<file path="src/rtl/kgp_branch_pkg.sv">
// kgp_branch_pkg: condition codes and flag bit positions for the KGP-RISC branch unit
package kgp_branch_pkg;
    localparam logic [2:0] COND_NEVER  = 3'b000;
    localparam logic [2:0] COND_BCY    = 3'b001;
    localparam logic [2:0] COND_BNC    = 3'b010;
    localparam logic [2:0] COND_BZ     = 3'b011;
    localparam logic [2:0] COND_BNZ    = 3'b100;
    localparam logic [2:0] COND_BLTZ   = 3'b101;
    localparam logic [2:0] COND_BGTZ   = 3'b110;
    localparam logic [2:0] COND_ALWAYS = 3'b111;
    localparam int FLAG_C = 2;
    localparam int FLAG_Z = 1;
    localparam int FLAG_N = 0;
endpackage

</file>
<file path="src/rtl/branch_unit_if.sv">
// branch_unit_if: branch request from decode and PC/flush/link results back to fetch and regfile
//   br_valid/br_cond/br_abs/br_link/br_off/br_reg : branch request (master -> slave)
//   pc/flush/link_we/link_data                    : results (slave -> master)
interface branch_unit_if #(
    parameter int DATA_W = 32,
    parameter int OFF_W  = 22
) ();
    logic              br_valid;
    logic [2:0]        br_cond;
    logic              br_abs;
    logic              br_link;
    logic [OFF_W-1:0]  br_off;
    logic [DATA_W-1:0] br_reg;
    logic [DATA_W-1:0] pc;
    logic              flush;
    logic              link_we;
    logic [DATA_W-1:0] link_data;
    modport master (
        output br_valid, br_cond, br_abs, br_link, br_off, br_reg,
        input  pc, flush, link_we, link_data
    );
    modport slave (
        input  br_valid, br_cond, br_abs, br_link, br_off, br_reg,
        output pc, flush, link_we, link_data
    );
endinterface

</file>
<file path="src/rtl/branch_cond.sv">
// branch_cond: decodes a 3-bit condition code against {carry, zero, neg} into a taken decision
//   cond : condition code, carry/zero/neg : effective flags, taken : branch decision
module branch_cond
    import kgp_branch_pkg::*;
(
    input  logic [2:0] cond,
    input  logic       carry,
    input  logic       zero,
    input  logic       neg,
    output logic       taken
);
    always_comb begin
        taken = 1'b0;
        case (cond)
            COND_BCY:    taken = carry;
            COND_BNC:    taken = !carry;
            COND_BZ:     taken = zero;
            COND_BNZ:    taken = !zero;
            COND_BLTZ:   taken = neg;
            COND_BGTZ:   taken = !neg && !zero;
            COND_ALWAYS: taken = 1'b1;
            default:     taken = 1'b0;
        endcase
    end
endmodule

</file>
<file path="src/rtl/branch_unit.sv">
// branch_unit: sequential branch resolution, PC register, flag register, link and taken counter
//   clk/rst_n : clock, async active-low reset; pc_en : advance enable (0 = stall)
//   flag_we/alu_carry/alu_zero/alu_neg : ALU flag capture
//   bus : branch request in, pc/flush/link_we/link_data out
//   flags : registered {carry, zero, neg}; taken_cnt : saturating taken-branch count
module branch_unit
    import kgp_branch_pkg::*;
#(
    parameter int                DATA_W      = 32,
    parameter int                OFF_W       = 22,
    parameter logic [DATA_W-1:0] RESET_PC    = '0,
    parameter int                INSTR_BYTES = 4,
    parameter int                FORWARD     = 0,
    parameter int                CNT_W       = 16
) (
    input  logic             clk,
    input  logic             rst_n,
    input  logic             pc_en,
    input  logic             flag_we,
    input  logic             alu_carry,
    input  logic             alu_zero,
    input  logic             alu_neg,
    branch_unit_if.slave     bus,
    output logic [2:0]       flags,
    output logic [CNT_W-1:0] taken_cnt
);
    logic [2:0]        alu_flags;
    logic [2:0]        eff;
    logic              taken;
    logic              go;
    logic [DATA_W-1:0] seq;
    logic [DATA_W-1:0] tgt;
    assign alu_flags = {alu_carry, alu_zero, alu_neg};
    // forwarding lets a compare and its dependent branch share one cycle
    assign eff = (FORWARD != 0 && flag_we) ? alu_flags : flags;
    assign seq = bus.pc + DATA_W'(INSTR_BYTES);
    assign tgt = bus.br_abs ? bus.br_reg : bus.pc + DATA_W'($signed(bus.br_off));
    assign go  = pc_en && bus.br_valid && taken;
    branch_cond u_cond (
        .cond  (bus.br_cond),
        .carry (eff[FLAG_C]),
        .zero  (eff[FLAG_Z]),
        .neg   (eff[FLAG_N]),
        .taken (taken)
    );
    always_ff @(posedge clk or negedge rst_n) begin
        if (!rst_n) begin
            bus.pc        <= RESET_PC;
            bus.flush     <= 1'b0;
            bus.link_we   <= 1'b0;
            bus.link_data <= '0;
            flags         <= '0;
            taken_cnt     <= '0;
        end else begin
            if (flag_we) flags <= alu_flags;
            if (pc_en) bus.pc <= go ? tgt : seq;
            bus.flush   <= go;
            bus.link_we <= go && bus.br_link;
            if (go && bus.br_link) bus.link_data <= seq;
            if (go && taken_cnt != '1) taken_cnt <= taken_cnt + 1'b1;
        end
    end
endmodule
</file>
<file path="src/flat_wrapper.sv">
// flat-port wrapper written by rule: the top's interface ports become plain ports
module branch_unit_flat import kgp_branch_pkg::*;
#(
    parameter int                DATA_W      = 32,
    parameter int                OFF_W       = 22,
    parameter logic [DATA_W-1:0] RESET_PC    = '0,
    parameter int                INSTR_BYTES = 4,
    parameter int                FORWARD     = 0,
    parameter int                CNT_W       = 16
)
  (clk, rst_n, pc_en, flag_we, alu_carry, alu_zero, alu_neg, flags, taken_cnt, bus_br_valid, bus_br_cond, bus_br_abs, bus_br_link, bus_br_off, bus_br_reg, bus_pc, bus_flush, bus_link_we, bus_link_data);
  branch_unit_if #(.DATA_W(DATA_W), .OFF_W(OFF_W)) bus_i ();
  input  logic clk;
  input  logic rst_n;
  input  logic pc_en;
  input  logic flag_we;
  input  logic alu_carry;
  input  logic alu_zero;
  input  logic alu_neg;
  output logic [2:0] flags;
  output logic [CNT_W-1:0] taken_cnt;
  input wire logic [$bits(bus_i.br_valid)-1:0] bus_br_valid;
  input wire logic [$bits(bus_i.br_cond)-1:0] bus_br_cond;
  input wire logic [$bits(bus_i.br_abs)-1:0] bus_br_abs;
  input wire logic [$bits(bus_i.br_link)-1:0] bus_br_link;
  input wire logic [$bits(bus_i.br_off)-1:0] bus_br_off;
  input wire logic [$bits(bus_i.br_reg)-1:0] bus_br_reg;
  output wire logic [$bits(bus_i.pc)-1:0] bus_pc;
  output wire logic [$bits(bus_i.flush)-1:0] bus_flush;
  output wire logic [$bits(bus_i.link_we)-1:0] bus_link_we;
  output wire logic [$bits(bus_i.link_data)-1:0] bus_link_data;
  assign bus_i.br_valid = bus_br_valid;
  assign bus_i.br_cond = bus_br_cond;
  assign bus_i.br_abs = bus_br_abs;
  assign bus_i.br_link = bus_br_link;
  assign bus_i.br_off = bus_br_off;
  assign bus_i.br_reg = bus_br_reg;
  assign bus_pc = bus_i.pc;
  assign bus_flush = bus_i.flush;
  assign bus_link_we = bus_i.link_we;
  assign bus_link_data = bus_i.link_data;
  branch_unit #(.DATA_W(DATA_W), .OFF_W(OFF_W), .RESET_PC(RESET_PC), .INSTR_BYTES(INSTR_BYTES), .FORWARD(FORWARD), .CNT_W(CNT_W)) u_core (.clk(clk), .rst_n(rst_n), .pc_en(pc_en), .flag_we(flag_we), .alu_carry(alu_carry), .alu_zero(alu_zero), .alu_neg(alu_neg), .bus(bus_i), .flags(flags), .taken_cnt(taken_cnt));
endmodule
</file>
<file path="config.mk">
export PLATFORM = sky130hd
export DESIGN_NAME = branch_unit_flat
export DESIGN_NICKNAME = d
export VERILOG_FILES = /design/src/rtl/kgp_branch_pkg.sv /design/src/rtl/branch_unit_if.sv /design/src/rtl/branch_cond.sv /design/src/rtl/branch_unit.sv /design/src/flat_wrapper.sv
export SDC_FILE = /design/constraint.sdc
export NUM_CORES = 1
export LEC_CHECK = 0
export BUFFER_PORTS_ARGS = -buffer_cell sky130_fd_sc_hd__buf_2
export CORE_MARGIN = 10
export CORE_UTILIZATION = 32
export DETAILED_ROUTE_END_ITERATION = 10
export SLEW_MARGIN = 20
export SYNTH_ARGS = -nofsm -noshare
export SYNTH_HDL_FRONTEND = slang
export SYNTH_SLANG_ARGS = --single-unit
</file>
<file path="constraint.sdc">
create_clock -name clk -period 3.7 [get_ports clk]
set_clock_uncertainty 0.05 [all_clocks]
set_input_delay 0.74 -clock clk [delete_from_list [all_inputs] [get_ports clk]]
set_output_delay 0.74 -clock clk [all_outputs]
set_load 0.1 [all_outputs]
</file>
# Word level (Yosys, flattened, before mapping)
# Cells that the tools add are included.
# word_totals
reg_bits	85
in_bits	67
output_inout_bits	85
# classes
addsub	3
eq_ne	8
n_mux	3
n_reduce_logical	8
# ops
op	n
$mux W32	2
$add A32 B3 Y32 const B	1
$add A32 B32 Y32	1
$add A16 B1 Y16 const B	1
$ne A16 B16 Y1 const B	1
$eq A3 B3 Y1 const B	4
$pmux W1 S7	1
$eq A3 B2 Y1 const B	2
$logic_and A1 B1 Y1	5
$eq A3 B1 Y1 const B	1
$logic_not A1 Y1	3

# Logic depth before layout (Yosys ltp)
# Gate-level depths: netlist (run 1).
# logic_depth
word_depth	5
depth_mapped	10
ltp_nobuf	9

# Hierarchy
# A second synthesis (run 1) with hierarchy kept.
# hier_totals
cells_unflattened	753
hier_area_um2	6377.4
# by_module_without_submodules
mod	n_inst	cells_each	area_each_um2	seq_area_each_um2
branch_unit	1	745	6332.3	2127.0
branch_cond	1	8	45.0	0.0

# Worst setup path before layout (run 1)
# No wires, ideal clock.
# synth_path
path_type	register -> register
start	reg u_core.bus.pc[4]
end	reg u_core.bus.pc[24]
setup_time_ns	0.072
t_arrival_ns	3.100
t_required_ns	3.578
setup_slack_ns	0.478
path_stages_with_launch	9
n_path_buf	0
synth_period_minus_slack_ns	3.222
cell_sequence	dfrtp_1 -> ha_1 -> a21o_1 -> a221o_1 -> a211oi_4 -> a2111oi_4 -> o2111a_1 -> or4_1 -> nor2_1
# synth_between
elab_chain_cells	3
# synth_lines
item	line	source
start, declared	branch_unit_if.sv:24	output pc, flush, link_we, link_data
start signal, assigned	branch_unit.sv:56	if (pc_en) bus.pc <= go ? tgt : seq;
$add A32 B32 Y32	branch_unit.sv:37	assign tgt = bus.br_abs ? bus.br_reg : bus.pc + DATA_W'($signed(bus.br_off));
$mux W32	branch_unit.sv:37	
$mux W32 *	branch_unit.sv:56	
# Every way passes the cells marked *; elsewhere a longest branch is shown, timed or not.
# A chain may end at the register's enable or synchronous reset.

# Worst setup path in the final report (run 1)
# layout_path
start	in bus_br_off[0]
end	reg u_core.bus.pc[26]
# layout_between
elab_chain_cells	3
# layout_lines
item	line	source
start, declared	flat_wrapper.sv:26	input wire logic [$bits(bus_i.br_off)-1:0] bus_br_off;
$add A32 B32 Y32	branch_unit.sv:37	
$mux W32	branch_unit.sv:37	
$mux W32	branch_unit.sv:56	
# Every way passes these cells.

==> results of run 1 <==
-- through the flow --
stage | utilization | instance area [µm²] | worst slack (ps) | cells
finish | 0.3892 | 7900 | 508.4 | 1201
global route | 0.3892 | 7900 | 393.4 | 1201
CTS | 0.3892 | 7900 | 546.8 | 1201
detailed placement | 0.3744 | 7601 | 179.4 | 1185
global placement | 0.3744 | 7601 | 205.2 | 1185
floorplan | - | 6605 | 477.9 | 792
-- registers in the layout (all words and copies together), names as in the netlist --
name                  cells
u_core.bus.link_data     32
u_core.bus.pc            32
u_core.taken_cnt         16
u_core.flags              3
u_core.bus.flush          1
u_core.bus.link_we        1
-- worst min-delay path by stage --
stage	startpoint	end	slack [ps]
final	u_core.bus.link_data[3]	u_core.bus.link_data[3]	420
after global routing	u_core.bus.link_data[3]	u_core.bus.link_data[3]	450
after CTS	u_core.bus.link_data[3]	u_core.bus.link_data[3]	430
after detailed placement	u_core.bus.link_data[3]	u_core.bus.link_data[3]	410
after global placement	u_core.bus.link_data[4]	u_core.bus.link_data[4]	410
after floorplan	rst_n	u_core.bus.flush	390
-- layout by cell type (no fill, tap or decap), types with 20 or more instances in the layout --
cell	count
buf_4	23
xor2_1	20
nor2_1	33
buf_2	150
ha_1	33
nand2_1	114
dfrtp_1	85
o21ai_0	79
a21oi_1	53
xnor2_1	41
nand3_1	36
-- final cells by class --
cell class              count  area (µm²)  area share
clock inverters             7       73.82    0.009344
clock buffers               9       225.2     0.02851
repair buffers            173       923.4      0.1169
inverters                  18       67.56    0.008552
multi-input cells         639        4145      0.5247
flip-flops and latches     85        2127      0.2692
well taps                 270       337.8     0.04276
-- kinds of logic (layout without fill, tap and decap cells) --
| group | after synthesis | in the layout | share of synthesized area |
|---|---|---|---|
| simple gates | 284 | 284 | 0.2158 |
| compound gates | 248 | 248 | 0.2459 |
| flops | 85 | 85 | 0.3220 |
| buf+inv | 68 | 207 | 0.05077 |
| xor+xnor | 61 | 61 | 0.08089 |
| fa+ha+maj | 34 | 34 | 0.06554 |
| mux | 12 | 12 | 0.01913 |
-- metal layers --
metal	track usage	vias up
li1	-	3189
met1	0.2312	2967
met2	0.2555	249
met3	0.02592	21
met4	0.05199	2
met5	0	-
-- worst max-delay path, delay by kind of cell --
family / cells / cell delay [ps]
simple gates: 1 / 280
fa+ha+maj: 2 / 630
compound gates: 6 / 1610
buf+inv: 1 / 100
==> run metrics, run 1 <==
max-capacitance violation count=0; number of levels the H-tree was split into=3; beginning of the worst register-to-register path=u_core.bus.pc[0]; Final Hold Viols=0; fill cell instance count of the final layout=2155; final-layout setup total negative slack=0 ps; endpoint arrival time on the critical path=3360 ps; Remaining Overflow, GRT=0; drt initial violations=605; hold slack final=418.7 ps; class of the tightest hold or removal check=reg -> reg; post-detailed-route DRC marker count=0; slowest CP cell=fa_1; number of distinct library cells after synthesis=75; area of the mapped netlist=6605 µm²; Post-DRT Antenna Nets=0; worst setup path end=u_core.bus.pc[26]; number of cells on the worst hold path=2; clock tree from TritonCTS=done; number of vias per cell=5.352; final estimated routing congestion in global placement=0.9258; initial antenna violation count=1; Critical Path Sink Type=flip-flop; nature of the critical path startpoint=input pin; worst-path fanout max=5; number of enable-type register cells in the synthesized netlist=0; dominant register cell in the synthesized netlist=dfrtp_1; most common cell in the synthesized netlist=nand2_1; count of clock tree sinks=85; pins over their slew limit=0; highest routing layer actually used=met5; floorplan row count=52; worst r2r path cells=9; met3 wire length=1573 µm; share of async-settable or async-resettable flops after synthesis=1.000; core region area=20300 µm²; Initial Utilization=0.3254; result of the run=finished, final reports clean; number of CTS-inserted buffers=9; number of failing setup endpoints in the final timing report=0; Rel. slew slack=0.4400; synth cell count leaders=nand2_1, dfrtp_1, o21ai_0, a21oi_1, xnor2_1; cell taking the most area after synthesis=dfrtp_1; required time of the critical path=3860 ps; Routed wire per std cell=18.87 µm; detailed-router iteration count before antenna repair=5; IO Port Bufs=151; highest clock frequency the design can meet=0.3133 GHz; origin of the worst setup path=bus_br_off[0]; total number of yosys warnings=0; R2R Path End=u_core.bus.pc[26]; count of inserted antenna diode cells=0; area of the die=26790 µm²; quantity of gates resized following cts=0; setup repair after global routing missed its margin=false; share of the synthesized area in the top cell type=0.3220; final worst-path cycle share=0.8626; Overall Global Routing Usage=0.1655; Post-Synthesis Net Count=893; vias in the first global route=6145; layout net count=1027; first-pass GRT wire length=35080 µm; fraction of final layout cells sized beyond drive strength 1=0.2266; register-to-register setup slack=530 ps; overall die height=163.7 µm; top post-synthesis cells by area=dfrtp_1, nand2_1, ha_1; number of buffers inserted by post-CTS setup repair=0; Least-Margin Pin Slew=840.0 ps; met1 routed wirelength after detailed routing=10470 µm; Clk Tree Root Cell=clkbuf_16; count of boundary I/O pins=152; clock latency on the worst-skew pair=350 ps; cells after synthesis=792; synthesized area per cell=8.340 µm²; crit path cell chain=buf_2 > ha_1 > fa_1 > a21o_1 > a221o_1 > a211oi_4 > o21ai_0 > o2bb2ai_1 > nor4b_1 > a311oi_1; Clk pin slew, worst setup/hold paths=70 ps; Tmin final=3192 ps; post-detailed-placement half-perimeter wirelength=18050 µm; total number of vias=6428; met2 wire len=10240 µm; type of the setup path with the least slack=in -> reg; total wire length after detailed routing=22660 µm; sequential-to-total area share from yosys stat=0.3220; number of hold-repair buffers added at the cts stage=0; chip width=163.7 µm; post-synthesis register bit count=85; maximum number of pins on one net before global-route repair=63; Clock Tree Buf Depth=2; Area growth, synth to finish=19.61%; Crit path largest cell delay=420 ps
Power of run 1 is not shown: default switching activity piles up to over one toggle a cycle in this logic, so the estimate is an artifact.
==> run 2: changes to the inputs <==
--- a/config.mk
+++ b/config.mk
@@ -9,6 +9,7 @@
 export CORE_MARGIN = 10
 export CORE_UTILIZATION = 32
 export DETAILED_ROUTE_END_ITERATION = 10
+export RECOVER_POWER = 100
 export SLEW_MARGIN = 20
 export SYNTH_ARGS = -nofsm -noshare
 export SYNTH_HDL_FRONTEND = slang
==> run metrics, run 2 (synthesis gave the netlist of run 1 again) <==
Crit path largest cell delay=820 ps (+400 ps); count of boundary I/O pins=152 (unchanged); count of inserted antenna diode cells=0 (unchanged); result of the run=complete, but fails checks; Routed wire per std cell=18.92 µm (+0.31%); final worst-path cycle share=0.8783 (+0.01570); Overall Global Routing Usage=0.1655 (unchanged); clock tree from TritonCTS=done; Clk pin slew, worst setup/hold paths=60 ps (about the same); registers with the most flip-flops=u_core.bus.link_data x32, u_core.bus.pc x32, u_core.taken_cnt x16; final estimated routing congestion in global placement=0.9258 (unchanged); number of buffers inserted by post-CTS setup repair=0 (unchanged); area of the die=26790 µm² (unchanged); count of clock tree sinks=85 (unchanged); Levels on crit path=8 (-2); vias in the first global route=6145 (unchanged); quantity of gates resized following cts=0 (unchanged); maximum number of pins on one net before global-route repair=63 (unchanged); Post-DRT Antenna Nets=0 (unchanged); commonest cells after routing, fill and taps aside=nand2_1, clkbuf_1, dfrtp_1; violations in the final reports=capacitance limit, slew limit; chip width=163.7 µm (unchanged); fill cell instance count of the final layout=2201 (+2.1%); number of hold-repair buffers added at the cts stage=0 (unchanged); initial antenna violation count=1 (unchanged); cell seen most often among critical-path stages=nor3_1; total number of vias=6411 (-0.26%); crit path cell chain=ha_1 > nand2_1 > nor3_1 > a211oi_4 > a2111oi_1 > nor3_1 > or4_1 > nor2_1; core region area=20300 µm² (unchanged); Critical Path Sink Type=flip-flop; Tmin final=3250 ps (+58.08 ps); Initial Utilization=0.3254 (unchanged); Least-Margin Pin Slew=1633 ps (+793.3 ps); worst r2r path cells=8 (-1); worst-path fanout max=7 (+2); floorplan row count=52 (unchanged); Area growth, synth to finish=17.03%; number of failing setup endpoints in the final timing report=0 (unchanged); Final Hold Viols=0 (unchanged); number of vias per cell=5.338 (-0.26%); Clock Tree Buf Depth=2 (unchanged); pins over their slew limit=63 (+63); Clk Tree Root Cell=clkbuf_16; required time of the critical path=3930 ps (+70 ps); number of cells on the worst hold path=2 (unchanged); most common cell after layout, fill and taps aside=nand2_1; post-detailed-placement half-perimeter wirelength=18050 µm (unchanged); clock latency on the worst-skew pair=350 ps (about the same); setup repair after global routing missed its margin=false; slowest CP cell=a2111oi_1; first-pass GRT wire length=35080 µm (unchanged); type of the setup path with the least slack=reg -> reg; layout net count=1027 (unchanged); detailed-router iteration count before antenna repair=5 (unchanged); kind of cell adding the most delay to the critical path=simple AND/OR/NAND/NOR gates; IO Port Bufs=151 (unchanged); number of levels the H-tree was split into=3 (unchanged); Remaining Overflow, GRT=0 (unchanged); max-capacitance violation count=1 (+1); fraction of final layout cells sized beyond drive strength 1=0.1224 (-0.1042); endpoint arrival time on the critical path=3480 ps (+120 ps); total wire length after detailed routing=22730 µm (+0.31%); drt initial violations=542 (-10%); post-detailed-route DRC marker count=0 (unchanged); highest clock frequency the design can meet=0.3077 GHz (-1.8%); final-layout setup total negative slack=0 ps (unchanged); Rel. slew slack=-0.08893 (-0.5289); nature of the critical path startpoint=flip-flop; number of buffer and inverter stages on the critical path=0 (-1); number of CTS-inserted buffers=9 (unchanged); class of the tightest hold or removal check=reg -> reg; overall die height=163.7 µm (unchanged)
## run 2: area by class of cell
cell class | instances | area, µm² | share of cell area
multi-input cells | 639 | 4098 | 0.5301
flip-flops and latches | 85 | 2127 | 0.2752
repair buffers | 173 | 800.8 | 0.1036
well taps | 270 | 337.8 | 0.04370
clock buffers | 9 | 225.2 | 0.02914
clock inverters | 7 | 73.82 | 0.009550
inverters | 18 | 67.56 | 0.008741
## run 2: path summary, 6_finish.rpt
kind	slack, ps	startpoint	end
max in group asynchronous	1450	rst_n	u_core.bus.pc[24]
min in group asynchronous	750	rst_n	u_core.bus.pc[5]
min	420	u_core.bus.link_data[3]	u_core.bus.link_data[3]
min reg2reg	420	u_core.bus.link_data[3]	u_core.bus.link_data[3]
max reg2reg	450	u_core.bus.pc[11]	u_core.bus.pc[24]
max	450	u_core.bus.pc[11]	u_core.bus.pc[24]
## run 2: metrics by stage
| step | setup WS, ps | area, µm² | util | instances | hold WS, ps |
|---|---|---|---|---|---|
| 2_1_floorplan | 477.9 | 6605 | - | 792 | 394.4 |
| 3_3_place_gp | 205.2 | 7601 | 0.3744 | 1185 | 407.5 |
| 3_5_place_dp | 179.4 | 7601 | 0.3744 | 1185 | 411.0 |
| 4_1_cts | 546.8 | 7900 | 0.3892 | 1201 | 426.2 |
| 5_1_grt | 222.0 | 7730 | 0.3808 | 1201 | 450.2 |
| 6_report | 450.3 | 7730 | 0.3808 | 1201 | 422.4 |
## run 2: worst min-delay path, delay by kind of cell (launching register included)
kind	cells	cell delay [ps]
flops	1	340
simple gates	2	100
## run 2: per-layer routing
layer	share of wire	up-vias	global-route usage
li1	-	3179	-
met1	0.47	2981	0.2312
met2	0.45	224	0.2555
met3	0.061	25	0.02592
met4	0.019	2	0.05199
met5	0.00057	-	0
Power of run 2 is left out for the same reason.
==> run 3: changes to the inputs <==
--- a/config.mk
+++ b/config.mk
@@ -7,8 +7,9 @@
 export LEC_CHECK = 0
 export BUFFER_PORTS_ARGS = -buffer_cell sky130_fd_sc_hd__buf_2
 export CORE_MARGIN = 10
-export CORE_UTILIZATION = 32
+export CORE_UTILIZATION = 55
 export DETAILED_ROUTE_END_ITERATION = 10
+export PLACE_DENSITY = 0.81
 export RECOVER_POWER = 100
 export SLEW_MARGIN = 20
 export SYNTH_ARGS = -nofsm -noshare
==> run metrics, run 3 (synthesis gave the netlist of run 1 again) <==
result of the run=complete, but fails checks; violations in the final reports=capacitance limit, slew limit; Overall Global Routing Usage=0.2415 (+0.07597); IO Port Bufs=151 (unchanged); layout net count=1024 (-0.29%); registers with the most flip-flops=u_core.bus.link_data x32, u_core.bus.pc x32, u_core.taken_cnt x16; Clk pin slew, worst setup/hold paths=70 ps (about the same); first-pass GRT wire length=32720 µm (-6.7%); clock tree from TritonCTS=done; detailed-router iteration count before antenna repair=8 (+3); Least-Margin Pin Slew=2049 ps (+416.1 ps); number of vias per cell=6.231 (+17%); drt initial violations=672 (+24%); count of clock tree sinks=85 (unchanged); vias in the first global route=6130 (-0.24%); area of the die=16790 µm² (-37%); total wire length after detailed routing=21010 µm (-7.6%); Crit path largest cell delay=520 ps (-300 ps); nature of the critical path startpoint=input pin; count of boundary I/O pins=152 (unchanged); slowest CP cell=or4_1; Critical Path Sink Type=flip-flop; Remaining Overflow, GRT=0 (unchanged); final-layout setup total negative slack=0 ps (unchanged); kind of cell adding the most delay to the critical path=simple AND/OR/NAND/NOR gates; origin of the worst setup path=bus_br_cond[0]; worst-path fanout max=12 (+5); number of failing setup endpoints in the final timing report=0 (unchanged); Final Hold Viols=0 (unchanged); quantity of gates resized following cts=0 (unchanged); floorplan row count=39 (-25%); Area growth, synth to finish=15.25%; clock latency on the worst-skew pair=340 ps (about the same); required time of the critical path=3860 ps (-70 ps); type of the setup path with the least slack=in -> reg; initial antenna violation count=1 (unchanged); cell seen most often among critical-path stages=clkbuf_1; number of levels the H-tree was split into=3 (unchanged); count of inserted antenna diode cells=0 (unchanged); maximum number of pins on one net before global-route repair=86 (+37%); Rel. slew slack=-0.3663 (-0.2774); fraction of final layout cells sized beyond drive strength 1=0.1197 (-0.002708); most common cell after layout, fill and taps aside=nand2_1; core region area=11560 µm² (-43%); number of CTS-inserted buffers=9 (unchanged); Clk Tree Root Cell=clkbuf_16; pins over their slew limit=86 (+37%); Initial Utilization=0.5711 (+0.2458); final worst-path cycle share=0.8791 (about the same); Post-DRT Antenna Nets=0 (unchanged); highest clock frequency the design can meet=0.3074 GHz (about the same); Routed wire per std cell=19.63 µm (+3.7%); Clock Tree Buf Depth=2 (unchanged); chip width=129.6 µm (-21%); HP Start=u_core.bus.link_data[4]; max-capacitance violation count=1 (unchanged); overall die height=129.6 µm (-21%); post-detailed-placement half-perimeter wirelength=16170 µm (-10%); setup repair after global routing missed its margin=false; number of hold-repair buffers added at the cts stage=0 (unchanged); number of buffer and inverter stages on the critical path=3 (+3); total number of vias=6667 (+4.0%); post-detailed-route DRC marker count=0 (unchanged); Tmin final=3253 ps (+2.979 ps); beginning of the worst register-to-register path=u_core.bus.pc[4]; crit path cell chain=clkbuf_1 > mux2i_1 > or4_1 > and2_0 > inv_1 > clkbuf_1 > nand2_1 > nor4b_1 > a311oi_1; endpoint arrival time on the critical path=3410 ps (-70 ps); commonest cells after routing, fill and taps aside=nand2_1, clkbuf_1, dfrtp_1; number of buffers inserted by post-CTS setup repair=0 (unchanged); class of the tightest hold or removal check=reg -> reg; final estimated routing congestion in global placement=0.9828 (+6.2%)
[run 3: cell count changes in the layout (fill, tap and decap cells not counted), sizes merged]
cell	previous run	this run
bufinv	1	3
clkbuf	101	103
buf	81	78
clkinv	3	0
inv	20	18
[run 3: worst min-delay path: cells and delay by family, from the launching register on]
family / cells / cell delay [ps]
AND/OR/NAND/NOR: 1 / 40
flip-flops: 1 / 340
AO/OA/AOI/OAI: 1 / 60
[run 3: worst paths after layout]
check	end	slack [ps]	cells past startpoint
max reg2reg	u_core.bus.pc[21]	480	7
min in group asynchronous	u_core.taken_cnt[8]	940	1
max in group asynchronous	u_core.flags[2]	1470	1
min	u_core.bus.link_data[4]	430	2
max	u_core.bus.pc[26]	450	9
min reg2reg	u_core.bus.link_data[4]	430	2
[run 3: area by class of cell]
| cell class | count | area [µm²] |
|---|---|---|
| Sequential cell | 85 | 2127 |
| Inverter | 18 | 67.56 |
| Multi-Input combinational cell | 639 | 4130 |
| Timing Repair Buffer | 170 | 778.2 |
| Clock inverter | 4 | 97.59 |
| Fill cell | 1026 | 3953 |
| Clock buffer | 11 | 232.7 |
| Tap cell | 143 | 178.9 |
[run 3: metal layers]
metal	vias to the layer above	GRT usage	wire, µm
met4	2	0.05357	245
met5	-	0	17
met3	21	0.06117	2051
met2	362	0.3641	9350
met1	3109	0.3412	9342
li1	3173	-	-
[run 3: stage by stage]
stage | cell area, µm² | hold WS (ps) | cells | utilization | setup WS [ps]
floorplan | 6605 | 394.4 | 792 | - | 477.9
global placement | 7417 | 405.9 | 1055 | 0.6414 | 259.4
detailed placement | 7417 | 415.1 | 1055 | 0.6414 | 203.9
CTS | 7747 | 428.6 | 1070 | 0.6699 | 547.9
global route | 7612 | 448.8 | 1070 | 0.6582 | 216.7
finish | 7612 | 427.1 | 1070 | 0.6582 | 447.3
Power of run 3 is left out for the same reason.
